File: config.mk
export PLATFORM = sky130hd
export DESIGN_NAME = pad_mux_sequencer
export DESIGN_NICKNAME = d
export VERILOG_FILES = /design/src/rtl/pad_mux_sequencer.sv
export SDC_FILE = /design/constraint.sdc
export NUM_CORES = 1
export LEC_CHECK = 0
export BUFFER_PORTS_ARGS = -buffer_cell sky130_fd_sc_hd__buf_4
export CORE_MARGIN = 4
export CORE_UTILIZATION = 30
export CTS_CLUSTER_DIAMETER = 150
export DETAILED_ROUTE_END_ITERATION = 6
export MAX_ROUTING_LAYER = met4
export SLEW_MARGIN = 20
export SYNTH_ARGS = -nofsm -noshare
export SYNTH_HDL_FRONTEND = slang
export SYNTH_SLANG_ARGS = --single-unit
File: constraint.sdc
create_clock -name ref_clk_i -period 4.2 [get_ports ref_clk_i]
set_input_delay 1.05 -clock ref_clk_i [delete_from_list [all_inputs] [get_ports ref_clk_i]]
set_output_delay 1.05 -clock ref_clk_i [all_outputs]
set_load 0.03 [all_outputs]
File: src/rtl/pad_mux_sequencer.sv
// Glitch-free run-time pad mux/config sequencer: tristate, settle, switch, settle, release.
// Optional build macro PADSEQ_LOCK_EN adds a sticky lock_i that rejects all new requests.
module pad_mux_sequencer #(
  parameter int N_IO          = 48,
  parameter int NBIT_PADMUX   = 2,
  parameter int NBIT_PADCFG   = 6,
  parameter int SETTLE_CYCLES = 4,
  localparam int IDX_W = (N_IO > 1) ? $clog2(N_IO) : 1
) (
  input  logic                        ref_clk_i,
  input  logic                        rst_ni,
`ifdef PADSEQ_LOCK_EN
  input  logic                        lock_i,
`endif
  input  logic                        req_valid_i,
  output logic                        req_ready_o,
  input  logic [IDX_W-1:0]            req_idx_i,
  input  logic [NBIT_PADMUX-1:0]      req_mux_i,
  input  logic [NBIT_PADCFG-1:0]      req_cfg_i,
  output logic [N_IO*NBIT_PADMUX-1:0] pad_mux_o,
  output logic [N_IO*NBIT_PADCFG-1:0] pad_cfg_o,
  output logic [N_IO-1:0]             pad_hold_o,
  output logic                        busy_o,
  output logic                        done_o,
  output logic                        err_o
);

  typedef enum logic [1:0] {
    IDLE,
    HOLD,
    SWITCH,
    RELEASE
  } state_e;

  localparam logic [IDX_W:0] N_IO_L = (IDX_W + 1)'(N_IO);
  localparam logic [7:0]     S_LAST = 8'(SETTLE_CYCLES - 1);

  state_e state_q, state_d;
  logic [7:0] cnt_q, cnt_d;
  logic [IDX_W-1:0] idx_q, idx_d;
  logic [NBIT_PADMUX-1:0] cap_mux_q, cap_mux_d;
  logic [NBIT_PADCFG-1:0] cap_cfg_q, cap_cfg_d;
  logic [N_IO-1:0][NBIT_PADMUX-1:0] mux_q, mux_d;
  logic [N_IO-1:0][NBIT_PADCFG-1:0] cfg_q, cfg_d;
  logic done_q, done_d;
  logic err_q, err_d;
  logic reject;

`ifdef PADSEQ_LOCK_EN
  logic lock_q;

  always_ff @(posedge ref_clk_i or negedge rst_ni) begin
    if (!rst_ni) lock_q <= 1'b0;
    else         lock_q <= lock_q | lock_i;
  end

  assign reject = ({1'b0, req_idx_i} >= N_IO_L) || lock_q;
`else
  assign reject = ({1'b0, req_idx_i} >= N_IO_L);
`endif

  always_ff @(posedge ref_clk_i or negedge rst_ni) begin
    if (!rst_ni) begin
      state_q   <= IDLE;
      cnt_q     <= '0;
      idx_q     <= '0;
      cap_mux_q <= '0;
      cap_cfg_q <= '0;
      mux_q     <= '0;
      cfg_q     <= '0;
      done_q    <= 1'b0;
      err_q     <= 1'b0;
    end else begin
      state_q   <= state_d;
      cnt_q     <= cnt_d;
      idx_q     <= idx_d;
      cap_mux_q <= cap_mux_d;
      cap_cfg_q <= cap_cfg_d;
      mux_q     <= mux_d;
      cfg_q     <= cfg_d;
      done_q    <= done_d;
      err_q     <= err_d;
    end
  end

  always_comb begin
    state_d   = state_q;
    cnt_d     = cnt_q;
    idx_d     = idx_q;
    cap_mux_d = cap_mux_q;
    cap_cfg_d = cap_cfg_q;
    mux_d     = mux_q;
    cfg_d     = cfg_q;
    done_d    = 1'b0;
    err_d     = 1'b0;
    unique case (state_q)
      IDLE: begin
        if (req_valid_i) begin
          if (reject) begin
            err_d = 1'b1;
          end else if (mux_q[req_idx_i] == req_mux_i) begin
            // Same source: config change cannot glitch the mux, skip the hold
            cfg_d[req_idx_i] = req_cfg_i;
            done_d           = 1'b1;
          end else begin
            state_d   = HOLD;
            cnt_d     = '0;
            idx_d     = req_idx_i;
            cap_mux_d = req_mux_i;
            cap_cfg_d = req_cfg_i;
          end
        end
      end
      HOLD: begin
        if (cnt_q == S_LAST) begin
          state_d = SWITCH;
          cnt_d   = '0;
        end else begin
          cnt_d = cnt_q + 8'd1;
        end
      end
      SWITCH: begin
        mux_d[idx_q] = cap_mux_q;
        cfg_d[idx_q] = cap_cfg_q;
        state_d      = RELEASE;
        cnt_d        = '0;
      end
      RELEASE: begin
        if (cnt_q == S_LAST) begin
          state_d = IDLE;
          cnt_d   = '0;
          done_d  = 1'b1;
        end else begin
          cnt_d = cnt_q + 8'd1;
        end
      end
      default: state_d = IDLE;
    endcase
  end

  // Only the pad under sequence is ever forced tristate
  always_comb begin
    pad_hold_o = '0;
    if (state_q != IDLE) pad_hold_o[idx_q] = 1'b1;
  end

  assign req_ready_o = (state_q == IDLE);
  assign busy_o      = (state_q != IDLE);
  assign done_o      = done_q;
  assign err_o       = err_q;
  assign pad_mux_o   = mux_q;
  assign pad_cfg_o   = cfg_q;

endmodule
==> flow_metrics.tcl, run 1 <==
set metrics [dict create \
    period_minus_slack_ps 3646 \
    cpMaxStageDelayCell "or4_4" \
    worstHoldStart "pad_cfg_o[89]$_DFFE_PN0P_" \
    synth_cell_types 54 \
    hold_violations 0 \
    die_w_um 261.7 \
    r2r_end "pad_cfg_o[75]$_DFFE_PN0P_" \
    syn_avg_cell_area_um2 11.59 \
    insertion_delay_ps 590 \
    whs_endpoint "pad_cfg_o[89]$_DFFE_PN0P_" \
    io_buffers 452 \
    place_hpwl_um 59270 \
    area_growth_pct 32.57 \
    antenna_left 0 \
    drv_cap 0 \
    die_area_um2 68510 \
    ys_warn_count 0 \
    rsz0062_at_grt "no" \
    synth_compound_area_frac 0.2842 \
    p_sw_frac 0.4603 \
    r2r.worst_path.cells 11 \
    cp-start-kind "input port" \
    postCtsSetupBuffers 0 \
    status "finished clean" \
    place_congestion 0.8700 \
    powerDensity_nw_per_um2 810.2 \
    ios 453 \
    grt_start_max_net_pins 115 \
    design.core.area_um2 63430 \
    mostFrequentLayoutCells "504 x buf_4, 402 x dfrtp_1, 292 x a22oi_1, 288 x o2bb2ai_1, 162 x nor2_1" \
    cts_hold_buf 0 \
    dp_cells 2884 \
    cts_resized 0 \
    vias_per_cell 5.926 \
    synth_xor_area_frac 0 \
    vias 17650 \
    synth_top_family_by_area "compound AO/OA/AOI/OAI gates" \
    setup_viol 0 \
    cp_cell_sequence "buf_4 > buf_12 > mux2i_1 > o22ai_1 > o21bai_1 > nand4_1 > or4_4 > a2111oi_4 > buf_4 > buf_12 > o22ai_1 > o2bb2ai_1" \
    p_seq_frac 0.348 \
    routed_wirelength_um 88850 \
    clkTransAtPathRegs_ps 60 \
    cp.arrival_ps 4090 \
    skew_ps 23.82 \
    yosys.area_share.simple 0.05973 \
    drtIter0Drc 1532 \
    grtUsageTotal 0.2546 \
    cts_tree "yes" \
    final_common_cell "buf_4" \
    wl_per_cell_um 29.83 \
    rows 92 \
    holdWs_ps 488.4 \
    power.internal_mw 11.20 \
    max_stage_delay_ps 560 \
    ys_seq_area_frac 0.5312 \
    clkSinkCount 410 \
    synth-seq-cells 410 \
    hp-class "flop to flop" \
    ys_async_sr_fraction 1.000 \
    p_leak_nw 11.16 \
    die_h_um 261.7 \
    tightest_slew_ps 1224 \
    peakVddDrop_v 0.0004182 \
    drive_above_1_share 0.3504 \
    cp-end-kind "flop" \
    hold_path_depth 1 \
    first_pass_iters 6 \
    synth_fa_ha_area_frac 0.003239 \
    grt_pass1_vias 17830 \
    cts_root_buffer "clkbuf_16" \
    grt_pass1_wl_um 125400 \
    initial_core_util 0.3045 \
    synth.area.mux_share 0.08849 \
    cp.required_ps 4640 \
    fin_nets 2112 \
    synth_area_um2 19310 \
    synth_edf_count 0 \
    rrSetupSlack_ps 880 \
    synth_nets 1688 \
    overflow 0 \
    pwr-share-clk 0.216 \
    fin_cells 2978 \
    synth-main-ff-cell "dfrtp_1" \
    period_share 0.8680 \
    cts-buffers-inserted 49 \
    synthCells 1666 \
    fmax_ghz 0.2743 \
    slew_headroom 0.1816 \
    crit_type "input port to flop" \
    path_max_fanout 17 \
    r2r_start "pad_mux_o[82]$_DFFE_PN0P_" \
    power_frac_comb 0.436 \
    drcViolationCount 0 \
    slew_viol_final 0 \
    netSwitchingPower_mw 9.549 \
    cts_buffer_depth 3 \
    h-tree-depth 2 \
    antenna_found_initial 3 \
]
==> worst max path at each step <==
stage                                             to  cells past startpoint                  from
final                      pad_cfg_o[75]$_DFFE_PN0P_                     12          req_idx_i[0]
after global placement      cap_cfg_q[5]$_DFFE_PN0P_                     10          req_idx_i[0]
after CTS                             pad_hold_o[22]                      3  idx_q[0]$_DFFE_PN0P_
after global routing            cnt_q[0]$_DFFE_PN0P_                     11          req_idx_i[0]
after floorplan            pad_cfg_o[59]$_DFFE_PN0P_                     12          req_idx_i[0]
after detailed placement  pad_cfg_o[154]$_DFFE_PN0P_                     12          req_idx_i[0]
==> cells by family (layout without fill, tap and decap cells) <==
kind of cell | count (synthesis) | in the layout
buffers and inverters | 155 | 618
other | 0 | 3
muxes | 149 | 149
and+or+nand+nor | 264 | 264
adders and majority gates | 5 | 5
AOI/OAI and AO/OA | 683 | 683
DFF | 410 | 410
==> cell type report <==
type,count,area [um^2]
fillers,6000,37820
flip-flops and latches,410,10270
multi-input cells,1101,8432
repair buffers,521,4114
clock buffers,76,1490
well taps,846,1059
clock inverters,14,205.2
inverters,7,26.28
diodes,3,7.507
==> metal layers <==
metal	track usage	share of wire	vias to the layer above
met4	0.09654	0.040	0
met1	0.3136	0.40	8922
met2	0.3938	0.46	1081
met3	0.08008	0.11	210
li1	-	-	7436
met5	-	0	-
==> worst max-delay path: cells and delay by family <==
family	cells	cell delay, ps
compound gates	5	1140
buf+inv	4	770
mux	1	360
simple gates	2	700
==> flip-flops by register name, indices dropped and copies added, names as in the netlist <==
name / cells
pad_cfg_o: 288
pad_mux_o: 96
cnt_q: 8
cap_cfg_q: 6
idx_q: 6
cap_mux_q: 2
state_q: 2
done_o: 1
err_o: 1
==> through the flow <==
stage / cell area, um^2 / setup WS [ps] / setup TNS (ps) / power (mW) / utilization
floorplan: 19310 / 426.6 / 0 / 11.67 / -
finish: 25610 / 554.4 / 0 / 20.75 / 0.4037
detailed placement: 23890 / -15.73 / -18.75 / 16.21 / 0.3766
global placement: 23880 / -0.8225 / -1.026 / 16.10 / 0.3765
global route: 25610 / 463.7 / 0 / 21.48 / 0.4037
CTS: 25580 / 530.4 / 0 / 20.76 / 0.4034
==> synth_stat cells, drive strengths merged (4+ instances only) <==
library cell | number | area share
nand3b | 7 | 0.0027
nand2 | 38 | 0.0074
o2bb2ai | 288 | 0.13
dfrtp | 410 | 0.53
nor3b | 4 | 0.0016
a21oi | 6 | 0.0016
o21ai | 7 | 0.0018
nor2b | 7 | 0.0023
nand3 | 14 | 0.0036
nor3 | 5 | 0.0013
and3 | 5 | 0.0016
clkbuf | 107 | 0.021
mux4 | 6 | 0.0070
a22oi | 292 | 0.11
o22ai | 55 | 0.021
inv | 7 | 0.0014
nor2 | 164 | 0.032
ha | 5 | 0.0032
buf | 41 | 0.011
mux2 | 114 | 0.066
mux2i | 29 | 0.015
nand2b | 4 | 0.0013
a31oi | 6 | 0.0019
==> power groups by stage <==
stage | registers, mW | clock network (mW) | logic (mW)
detailed placement | 7.17 | 0 | 9.04
CTS | 7.15 | 4.55 | 9.06
floorplan | 8.62 | 0 | 3.05
finish | 7.21 | 4.48 | 9.05
global placement | 7.20 | 0 | 8.90
global route | 7.33 | 4.72 | 9.43
(Power assumes the default switching activity.)
==> inputs of run 2 (changes only) <==
--- a/config.mk
+++ b/config.mk
@@ -11,6 +11,7 @@
 export CTS_CLUSTER_DIAMETER = 150
 export DETAILED_ROUTE_END_ITERATION = 6
 export MAX_ROUTING_LAYER = met4
+export PLACE_DENSITY = 0.56
 export SLEW_MARGIN = 20
 export SYNTH_ARGS = -nofsm -noshare
 export SYNTH_HDL_FRONTEND = slang
==> run 2 against run 1 <==
- sequential share of layout area up 0.090 points
- die area unchanged
- clock power up 3%
- wire length up 1.8%
==> flow_metrics.tcl, run 2 (synthesized netlist as in run 1, its figures left out) <==
set metrics [dict create \
    drive_above_1_share 0.3525 \
    cp.required_ps 4670 \
    fin_util 0.4028 \
    cts_tree "yes" \
    insertion_delay_ps 610 \
    final_common_cell "buf_4" \
    mostFrequentLayoutCells "511 x buf_4, 402 x dfrtp_1, 292 x a22oi_1, 288 x o2bb2ai_1, 162 x nor2_1" \
    largest_reg_flops 288 \
    vias_per_cell 5.916 \
    power_frac_comb 0.435 \
    io_buffers 452 \
    first_pass_iters 6 \
    drtIter0Drc 1620 \
    vias 17580 \
    wl_per_cell_um 30.42 \
    p_sw_frac 0.4591 \
    place_congestion 0.8728 \
    design.core.area_um2 63430 \
    h-tree-depth 2 \
    p_seq_frac 0.343 \
    cp.arrival_ps 4280 \
    wl_met2_um 42360 \
    fillers 6078 \
    cp-end-kind "flop" \
    antenna_found_initial 1 \
    cts_resized 0 \
    cts_root_buffer "clkbuf_16" \
    crit_type "input port to flop" \
    clkTransAtPathRegs_ps 60 \
    antenna_left 0 \
    skew_ps 25.91 \
    area_growth_pct 32.27 \
    grt_start_max_net_pins 118 \
    rrSetupSlack_ps 920 \
    wl_met3_um 7863 \
    setup_viol 0 \
    status "finished clean" \
    cp-start-kind "input port" \
    die_h_um 261.7 \
    slew_viol_final 0 \
    fmax_ghz 0.2626 \
    pwr-share-clk 0.221 \
    cts-buffers-inserted 48 \
    tightest_slew_ps 1184 \
    fin_nets 2112 \
    drv_cap 0 \
    p_leak_nw 11.16 \
    routed_wirelength_um 90420 \
    initial_core_util 0.3045 \
    fin_cells 2972 \
    hp-class "input port to async pin" \
    highest_layer "met4" \
    grt_pass1_vias 17640 \
    netSwitchingPower_mw 9.564 \
    slew_headroom 0.2084 \
    grt_pass1_wl_um 127600 \
    die_area_um2 68510 \
    place_hpwl_um 59490 \
    die_w_um 261.7 \
    wl_met1_um 37090 \
    drcViolationCount 0 \
    cts_buffer_depth 3 \
    postCtsSetupBuffers 0 \
    hold_violations 0 \
    peakVddDrop_v 0.0003741 \
    powerDensity_nw_per_um2 815.3 \
    power.internal_mw 11.27 \
    rsz0062_at_grt "no" \
    ios 453 \
    period_share 0.9066 \
    dp_cells 2886 \
    overflow 0 \
    grtUsageTotal 0.2604 \
    period_minus_slack_ps 3808 \
    cts_hold_buf 0 \
    rows 92 \
    clkSinkCount 410 \
    path_max_fanout 20 \
]
## run 2: worst max-delay path, stage by stage
cell and delay (ps):
buf_4 340, buf_4 200, mux2i_1 310, a22oi_1 140
nand3_1 100, nand4_1 150, or4_4 580, a2111oi_4 450
buf_4 440, o22ai_1 290, o2bb2ai_1 220
## run 2: stage by stage
step / total power [mW] / setup slack [ps] / instance area (um^2) / setup TNS (ps) / hold WS, ps
global placement: 16.15 / -128.0 / 23840 / -18590 / 478.3
detailed placement: 16.25 / -198.0 / 23840 / -30940 / 474.7
finish: 20.83 / 392.4 / 25550 / 0 / 436.1
global route: 21.59 / 257.5 / 25550 / 0 / 470.0
floorplan: 11.67 / 426.6 / 19310 / 0 / 509.6
CTS: 20.92 / 453.6 / 25540 / 0 / 443.5
## run 2: power groups by stage
stage / Clock, mW / Combinational, mW / Sequential, mW
final: 4.60 / 9.07 / 7.15
after global routing: 4.86 / 9.46 / 7.27
after CTS: 4.68 / 9.11 / 7.12
after detailed placement: 0 / 9.09 / 7.15
after global placement: 0 / 8.98 / 7.17
after floorplan: 0 / 3.05 / 8.62
## run 2: final timing paths
path / depth (start not counted) / from / end
worst max register to register: 9 / pad_mux_o[80]$_DFFE_PN0P_ / pad_cfg_o[280]$_DFFE_PN0P_
max in group asynchronous: 2 / rst_ni / pad_cfg_o[93]$_DFFE_PN0P_
worst max-delay path: 11 / req_idx_i[0] / pad_cfg_o[280]$_DFFE_PN0P_
worst min register to register: 1 / pad_cfg_o[74]$_DFFE_PN0P_ / pad_cfg_o[74]$_DFFE_PN0P_
worst min-delay path: 1 / rst_ni / pad_cfg_o[278]$_DFFE_PN0P_
min in group ref_clk_i: 1 / pad_cfg_o[74]$_DFFE_PN0P_ / pad_cfg_o[74]$_DFFE_PN0P_
## run 2: cell type report
type / instances / area [um^2] / share of cell area
sequential: 410 / 10270 / 0.4021
tap: 846 / 1059 / 0.04143
antenna: 1 / 2.502 / 0.00009795
clock buffer: 63 / 1359 / 0.05319
multi-input combinational: 1101 / 8432 / 0.3300
clock inverter: 22 / 346.6 / 0.01357
inverter: 7 / 26.28 / 0.001028
timing repair buffer: 522 / 4051 / 0.1586
## run 2: per-layer routing
metal,vias up,GRT usage
li1,7399,-
met1,9063,0.3372
met2,932,0.4088
met3,188,0.05464
met4,0,0.08854
met5,-,-
